--- src/rtl/dca_lsu_txn_tracker.sv ---
// Transaction-info tracker for the DCA matrix LSU: a one-entry staging register resolves each
// descriptor's chain tag from its successor (or a flush), then a circular queue feeds downstream.
module dca_lsu_txn_tracker #(
  parameter int unsigned BW_ADDR = 32,
  parameter int unsigned BW_LEN  = 8,
  parameter int unsigned DEPTH   = 4,
  localparam int unsigned BW_TXN = BW_ADDR + BW_LEN + 2,
  localparam int unsigned BW_OCC = $clog2(DEPTH + 2)
) (
  input  logic              clk,
  input  logic              rstnn,
  input  logic              enable,
  input  logic              clear,
  input  logic              flush,
  input  logic              in_valid,
  output logic              in_ready,
  input  logic [BW_TXN-1:0] in_info,
  output logic              out_valid,
  output logic [BW_TXN-1:0] out_info,
  input  logic              out_ready,
  output logic [BW_OCC-1:0] occupancy,
  output logic              idle
);

  localparam int unsigned BW_PTR = $clog2(DEPTH);
  localparam int unsigned BW_CNT = $clog2(DEPTH + 1);

  logic              r_staged_valid;
  logic [BW_TXN-1:0] r_staged_info;
  logic [BW_TXN-1:0] r_queue [DEPTH];
  logic [BW_PTR-1:0] r_wr_ptr;
  logic [BW_PTR-1:0] r_rd_ptr;
  logic [BW_CNT-1:0] r_count;

  logic              w_q_full;
  logic              w_q_empty;
  logic              w_accept;
  logic              w_push;
  logic              w_pop;
  logic              w_standalone;
  logic              w_tag;
  logic [BW_TXN-1:0] w_push_entry;

  assign w_q_full     = (r_count == BW_CNT'(DEPTH));
  assign w_q_empty    = (r_count == '0);
  assign w_standalone = r_staged_info[BW_TXN-2];

  assign in_ready  = enable & (~r_staged_valid | ~w_q_full);
  assign w_accept  = in_valid & in_ready;
  assign out_valid = enable & ~w_q_empty;
  assign out_info  = r_queue[r_rd_ptr];
  assign w_pop     = out_valid & out_ready;

  assign w_push = enable & r_staged_valid & ~w_q_full & (w_standalone | in_valid | flush);

  // The staged chain bit is dropped; the tag comes from whatever resolves this descriptor.
  always_comb begin
    w_tag = 1'b1;
    if (w_standalone) begin
      w_tag = 1'b0;
    end else if (in_valid) begin
      w_tag = in_info[BW_TXN-1];
    end
  end

  assign w_push_entry = {w_tag, r_staged_info[BW_TXN-2:0]};

  always_ff @(posedge clk or negedge rstnn) begin
    if (!rstnn) begin
      r_staged_valid <= 1'b0;
      r_staged_info  <= '0;
      r_wr_ptr       <= '0;
      r_rd_ptr       <= '0;
      r_count        <= '0;
    end else if (clear) begin
      r_staged_valid <= 1'b0;
      r_wr_ptr       <= '0;
      r_rd_ptr       <= '0;
      r_count        <= '0;
    end else begin
      if (w_accept) begin
        r_staged_info  <= in_info;
        r_staged_valid <= 1'b1;
      end else if (w_push) begin
        r_staged_valid <= 1'b0;
      end
      if (w_push) r_wr_ptr <= r_wr_ptr + 1'b1;
      if (w_pop)  r_rd_ptr <= r_rd_ptr + 1'b1;
      unique case ({w_push, w_pop})
        2'b10:   r_count <= r_count + 1'b1;
        2'b01:   r_count <= r_count - 1'b1;
        default: r_count <= r_count;
      endcase
    end
  end

  // Queue storage needs no reset: entries are only read once counted.
  always_ff @(posedge clk) begin
    if (w_push && !clear) begin
      r_queue[r_wr_ptr] <= w_push_entry;
    end
  end

  assign occupancy = BW_OCC'(r_count) + BW_OCC'(r_staged_valid);
  assign idle      = (occupancy == '0);

endmodule

--- config.mk ---
export PLATFORM = sky130hd
export DESIGN_NAME = dca_lsu_txn_tracker
export DESIGN_NICKNAME = d
export VERILOG_FILES = /design/src/rtl/dca_lsu_txn_tracker.sv
export SDC_FILE = /design/constraint.sdc
export NUM_CORES = 1
export LEC_CHECK = 0
export BUFFER_PORTS_ARGS = -buffer_cell sky130_fd_sc_hd__clkbuf_2
export CORE_MARGIN = 2
export CORE_UTILIZATION = 35
export CTS_CLUSTER_DIAMETER = 150
export DETAILED_ROUTE_END_ITERATION = 16
export GPL_TIMING_DRIVEN = 0
export PLACE_DENSITY = 0.55
export SLEW_MARGIN = 30
export SYNTH_ARGS = -nofsm -noshare
export SYNTH_HDL_FRONTEND = slang
export SYNTH_SLANG_ARGS = --single-unit
--- constraint.sdc ---
create_clock -name clk -period 6.6 [get_ports clk]
set_input_delay 0.33 -clock clk [delete_from_list [all_inputs] [get_ports clk]]
set_output_delay 0.33 -clock clk [all_outputs]
set_load 0.01 [all_outputs]
==> results of run 1 <==
-- worst max-delay path by stage --
stage	startpoint	endpoint	slack [ns]	depth (start not counted)
3_5_place_dp	in_valid	r_queue[3][13]	4.23	6
3_3_place_gp	in_valid	r_queue[0][14]	2.93	5
6_report	r_rd_ptr[1]	out_info[31]	3.81	4
2_1_floorplan	r_count[2]	r_queue[0][0]	4.02	4
5_1_grt	r_rd_ptr[1]	out_info[31]	3.69	4
4_1_cts	r_rd_ptr[1]	out_info[34]	3.76	4
-- per-stage QoR --
step / instance area [sq um] / cells / setup slack (ns) / total power [W] / hold slack, ns
after floorplan: 8410 / 371 / 4.02 / 0.00178 / 0.0344
after global placement: 9290 / 786 / 2.93 / 0.00185 / 0.486
after detailed placement: 9400 / 791 / 4.23 / 0.00187 / 0.383
after CTS: 10200 / 835 / 3.76 / 0.00320 / 0.0179
after global routing: 10200 / 835 / 3.69 / 0.00328 / 0.0181
final: 10200 / 835 / 3.81 / 0.00315 / 0.0430
-- logic make-up after synthesis --
family                     after synthesis
xor gates and xnor gates                 4
AOI/OAI and AO/OA                       14
and+or+nand+nor                         28
adders and majority gates                7
DFF                                    217
buffers and inverters                   18
muxes                                   83
-- state kept, by name, summed over array words and instances, names as in the netlist --
signal and flops:
r_count 3, r_queue 168, r_rd_ptr 2, r_staged_info 41, r_staged_valid 1, r_wr_ptr 2
-- layout by cell type (no fill, tap or decap), types with 4 or more instances in the layout --
master,instances
ha_1,6
buf_12,9
and2_4,4
mux4_2,42
clkbuf_2,95
clkinv_2,4
buf_2,5
nand2_1,4
dfrtp_1,49
nor2_1,7
clkbuf_16,24
nor3_1,4
edfxtp_1,168
clkbuf_1,12
mux2_4,40
-- per-layer routing --
metal / vias to the layer above / wire length (microns)
li1: 1766 / -
met1: 2039 / 7080
met2: 100 / 7770
met3: 17 / 743
met4: 0 / 211
met5: - / 0
-- power groups by stage --
stage	Sequential [W]	Combinational, W	Clock [W]
CTS	0.00164	0.000195	0.00136
floorplan	0.00165	0.000134	0
finish	0.00164	0.000190	0.00131
global route	0.00165	0.000207	0.00142
detailed placement	0.00167	0.000194	0
global placement	0.00166	0.000189	0
-- area by class of cell --
class / instances / share of cell area [%]
multi-input combinational: 136 / 19.7
buffer: 15 / 1.25
clock buffer: 32 / 6.38
inverter: 3 / 0.110
timing repair buffer: 102 / 5.81
tap: 319 / 3.91
clock inverter: 11 / 1.43
sequential: 217 / 61.5
==> run_results.csv, run 1 <==
group,metric,value,unit
drt,viasPerCell,4.70,
cts,ctsResizeCount,0,
synthesis,synth_commonest_cells,"edfxtp_1 (168), dfrtp_1 (49), mux4_2 (42), mux2_4 (40), nor2_1 (7)",
timing,finalSetupTns,0,ns
drt,vias,3922,
power,power_frac_seq,52.2,%
cts,cts.path.max_buffers,3,
synthesis,ys_types,36,
global_route,grt_pass1_vias,4280,
placed_design,gp_congestion,0.742,
floorplan,dieWidth,159,microns
cts,numClockSinks,217,
worst_setup_path,crit_fanout,10,
timing,period_needed,2.79,ns
cts,insertion_delay,0.51,ns
synthesis,syn-cell-area,0.00841,sq mm
final_layout,multi_input_area,0.00201,sq mm
synthesis,ys_seq_elements,217,
synthesis,synth_simple_gate_area_share,2.19,%
worst_hold_path,min_path_cells,2,
final_layout,utilization,43.3,%
synthesis,synth-edff-count,168,
synthesis,ys_warn_count,0,
global_route,grt_first_pass_wirelength,24700,microns
global_route,grt_use_met2,21.5,%
timing,finalHoldViolations,0,
timing,period_share,42.3,%
synthesis,ys.flop_type,"edfxtp_1",
drt,wl,15800,microns
synthesis,async_flop_share,22.6,%
floorplan,std_cell_rows,56,
synthesis,synth.largest_area_cell,"edfxtp_1",
worst_setup_path,reg2regPathDepth,5,
timing,slew_viol_final,0,
worst_hold_path,holdPathEnd,"r_staged_info[28]",
power,internal_power,0.00251,W
floorplan,dieArea,0.0253,sq mm
worst_setup_path,critPathMaxStageDelay,0.67,ns
drt,antenna_left,0,
worst_setup_path,crit_chain,"clkbuf_1 > clkbuf_1 > mux4_2 > clkbuf_2",
synthesis,synthAdderAreaFrac,1.13,%
drt,dr.pass1.iters,4,
global_route,track_usage,12.8,%
final_layout,antennaDiodeCount,0,
global_route,met3_usage,2.63,%
worst_setup_path,cp.arrival,2.46,ns
timing,clock.fmax,0.358,GHz
power,peakVddDrop,0.129,mV
worst_setup_path,r2r-end,"r_queue[1][6]",
synthesis,synth_top_area_share,60.0,%
synthesis,synth_compound_area_share,1.47,%
worst_setup_path,reg2reg_from,"r_count[2]",
floorplan,die_y,159,microns
drt,wl_per_cell,18.9,microns
worst_setup_path,worstSetupPathType,"register to output pin",
power,clkPwrFrac,41.8,%
cts,cts_max_level,1,
worst_setup_path,slowest_stage,"clkbuf_1",
synthesis,synthTopCellsByArea,"edfxtp_1 (60%), dfrtp_1 (15%), mux4_2 (11%)",
worst_setup_path,crit_buf_inv,3,
worst_setup_path,rrSetupSlack,4.23,ns
synthesis,ys_seq_area_share,74.6,%
timing,slew_headroom,45.3,%
global_route,grt_overflow,0,
cts,cts_tree,"yes",
timing,finalSetupViolCount,0,
final_layout,fin_nets,555,
timing,tightestPinTransition,0.820,ns
synthesis,synthMostInstantiatedCell,"edfxtp_1",
power,p_per_area,308,mW/mm^2
timing,fin_worst_skew,0.0222,ns
final_layout,final.fill_count,2107,
worst_hold_path,hold_class,"input port to register",
cts,clk_pin_slew_worst_paths,0.06,ns
power,combPwrFrac,6.0,%
power,switching_share,20.3,%
cts,cts-root-buf,"clkbuf_16",
placed_design,hpwl,9940,microns
global_route,antenna_found_initial,0,
drt,route.detailed.drc,0,
run,maxCapViolCount,0,
synthesis,synthMuxAreaShare,18.5,%
synthesis,syn-instance-count,371,
worst_setup_path,crit_top_cell,"clkbuf_1",
placed_design,port_buffers,96,
cts,cts_buffers,24,
cts,post_cts_buffers,0,
worst_setup_path,end_kind,"output pin",
floorplan,initial_utilization,35.7,%
synthesis,avgSynthCellArea,22.7,sq um
drt,drt_iter0_drc,157,
global_route,grt_max_degree,33,
floorplan,core,0.0235,sq mm
global_route,busiest_layer,"met2",
timing,rsz0062_at_grt,"false",
floorplan,pin_count,97,
power,switchingPower,0.000640,W
final_layout,seqCellArea,0.00627,sq mm
synthesis,syn_nets,427,
power,p_leak,3.80,nW
global_route,met1_usage,17.4,%
final_layout,area_delta_synth_final,21.4,%
worst_hold_path,hp-start,"in_info[28]",
synthesis,synth-xor-area-share,0.417,%
cts,ctsHoldBuffers,1,
worst_setup_path,cp-start-kind,"register",
run_status,outcome,"completed",
worst_setup_path,path_delay_family,"buffers and inverters",
final_layout,drive_gt1_share,46.9,%
worst_setup_path,critical_path_required,6.27,ns
synthesis,synth_top_family_by_area,"multiplexers",
Note: power is estimated with default switching activity, not from simulation.
==> run 2: changes to the inputs <==
--- a/config.mk
+++ b/config.mk
@@ -11,7 +11,7 @@
 export CTS_CLUSTER_DIAMETER = 150
 export DETAILED_ROUTE_END_ITERATION = 16
 export GPL_TIMING_DRIVEN = 0
-export PLACE_DENSITY = 0.55
+export PLACE_DENSITY = 0.57
 export SLEW_MARGIN = 30
 export SYNTH_ARGS = -nofsm -noshare
 export SYNTH_HDL_FRONTEND = slang
==> constraint.sdc (replaced) <==
create_clock -name clk -period 2.3 [get_ports clk]
set_input_delay 0.115 -clock clk [delete_from_list [all_inputs] [get_ports clk]]
set_output_delay 0.115 -clock clk [all_outputs]
set_load 0.01 [all_outputs]
==> run 2 against run 1 <==
Global-route usage increased by 0.16 points. Sequential share of layout area fell by 2.1 points. Register-to-register slack worse by 4.1 ns. Non-clock buffer count grew 38. Combinational power rose to 3.2 times the previous value. Clock power grew to 2.9 times the previous value. Critical endpoint is now out_info[33]. Largest cell class unchanged.
==> run_results.csv, run 2 (synthesized netlist as in run 1, its figures left out) <==
group,metric,value,unit
timing,slew_viol_final,0,
worst_setup_path,cp-start-kind,"register",
worst_setup_path,worstSetupPathType,"register to output pin",
worst_setup_path,critPathMaxStageDelay,0.55,ns
cts,cts-root-buf,"clkbuf_16",
worst_setup_path,reg2reg_from,"r_count[2]",
final_layout,fin_nets,592,
drt,route.detailed.drc,0,
run,maxCapViolCount,0,
global_route,grt_first_pass_wirelength,25300,microns
final_layout,area_delta_synth_final,25.8,%
cts,post_cts_buffers,0,
worst_setup_path,critical_path_required,2.18,ns
placed_design,hpwl,9380,microns
drt,wl_per_cell,18.8,microns
timing,rsz0062_at_grt,"true",
global_route,grt_pass1_vias,4298,
cts,cts_max_level,1,
global_route,busiest_layer,"met2",
run_status,outcome,"completed",
drt,dr.pass1.iters,4,
power,power,0.00917,W
timing,finalHoldViolations,0,
final_layout,utilization,44.9,%
cts,clk_pin_slew_worst_paths,0.06,ns
worst_setup_path,end_kind,"output pin",
global_route,antenna_found_initial,0,
worst_hold_path,min_path_cells,3,
power,peakVddDrop,0.539,mV
timing,period_share,95.8,%
final_layout,antennaDiodeCount,0,
timing,period_needed,2.20,ns
floorplan,initial_utilization,35.7,%
timing,fin_worst_skew,0.00863,ns
global_route,met3_usage,2.50,%
timing,finalSetupTns,0,ns
worst_setup_path,r2r-end,"r_queue[2][3]",
placed_design,port_buffers,96,
worst_hold_path,holdPathEnd,"r_queue[0][41]",
drt,viasPerCell,4.66,
worst_setup_path,crit_chain,"buf_2 > buf_4 > mux4_2 > clkbuf_2",
drt,wl,16400,microns
timing,fin_hold_ws,0.0396,ns
global_route,met1_usage,18.3,%
cts,cts_tree,"yes",
floorplan,pin_count,97,
final_layout,reg_top3,"r_queue x168, r_staged_info x41, r_count x3",
timing,tightestPinTransition,0.727,ns
cts,cts_buffers,23,
final_layout,layout_commonest_cell,"edfxtp_1",
global_route,track_usage,13.0,%
power,p_leak,3.95,nW
floorplan,dieWidth,159,microns
final_layout,drive_gt1_share,44.6,%
floorplan,std_cell_rows,56,
drt,vias,4055,
final_layout,top_register,"r_queue",
cts,cts.path.max_buffers,3,
power,p_per_area,867,mW/mm^2
global_route,grt_overflow,0,
global_route,grt_use_met2,21.0,%
placed_design,gp_congestion,0.754,
worst_setup_path,reg2regPathDepth,4,
drt,drt_iter0_drc,125,
cts,insertion_delay,0.50,ns
floorplan,core,0.0235,sq mm
worst_setup_path,cp.arrival,2.09,ns
worst_setup_path,rrSetupSlack,0.1,ns
timing,finalSetupViolCount,0,
cts,numClockSinks,217,
timing,clock.fmax,0.454,GHz
final_layout,largest_reg_flops,168,
drt,antenna_left,0,
floorplan,dieArea,0.0253,sq mm
final_layout,layout_common_cells,"edfxtp_1 (168), clkbuf_2 (96), dfrtp_1 (45)",
worst_setup_path,slowest_stage,"mux4_2",
timing,slew_headroom,51.5,%
worst_setup_path,crit_fanout,10,
worst_hold_path,hold_class,"input port to register",
floorplan,die_y,159,microns
global_route,grt_max_degree,43,
worst_hold_path,hp-start,"in_info[41]",
## run 2: cell types whose count changed in the layout (fill, tap and decap cells not counted), moves of 2 or more
| cell | change |
|---|---|
| clkinv_2 | -2 |
| dfrtp_2 | +4 |
| dlygate4sd3_1 | +42 |
| dfrtp_1 | -4 |
| buf_4 | +3 |
| clkbuf_4 | +2 |
| clkbuf_1 | -3 |
| buf_2 | -3 |
| buf_12 | -4 |
## run 2: power breakdown
group	total [W]	internal, W	switching [W]
Sequential	0.00472	0.00453	0.000185
Combinational	0.000606	0.000383	0.000223
Clock	0.00384	0.00239	0.00145
Total	0.00917	0.00731	0.00186
## run 2: how the worst max path moves through the flow
stage	from	end	depth (start not counted)
final	r_rd_ptr[0]	out_info[33]	4
after global routing	r_rd_ptr[0]	out_info[1]	4
after CTS	r_rd_ptr[0]	out_info[33]	4
after detailed placement	r_count[2]	r_queue[1][8]	4
after global placement	r_count[2]	r_queue[2][11]	4
after floorplan	r_count[2]	r_queue[0][0]	4
## run 2: metrics by stage
step	area, sq um	instances	worst slack, ns
after floorplan	8410	371	0.168
after global placement	9290	786	-0.462
after detailed placement	9320	787	-0.102
after CTS	10600	871	0.00304
after global routing	10600	871	-0.0643
final	10600	871	0.0965
## run 2: layout make-up
class                      instances  area (sq um)
tap                              319           399
inverter                           3          11.3
clock inverter                     8           145
sequential                       217          6280
timing repair buffer             140           933
multi-input combinational        136          2020
fill                            2067         13000
clock buffer                      33           643
buffer                            15           151
## run 2: repair_timing
action | in CTS | in global routing
hold buffers | 43 | 0
gates resized for setup | 13 | 6
endpoints found under the setup margin | 207 | 197
gates cloned | 0 | 0
pin swaps | 3 | 2
hold endpoints to repair | 69 | 0
## run 2: critical path, delay by kind of cell (launching register included)
family / cells / cell delay, ns
mux: 1 / 0.55
buf+inv: 3 / 0.71
flops: 1 / 0.31
## run 2: routing by layer
layer | wire length (microns) | share of wire, %
met4 | 261 | 1.6
met5 | 0 | 0
met2 | 7770 | 47
met3 | 755 | 4.6
met1 | 7580 | 46
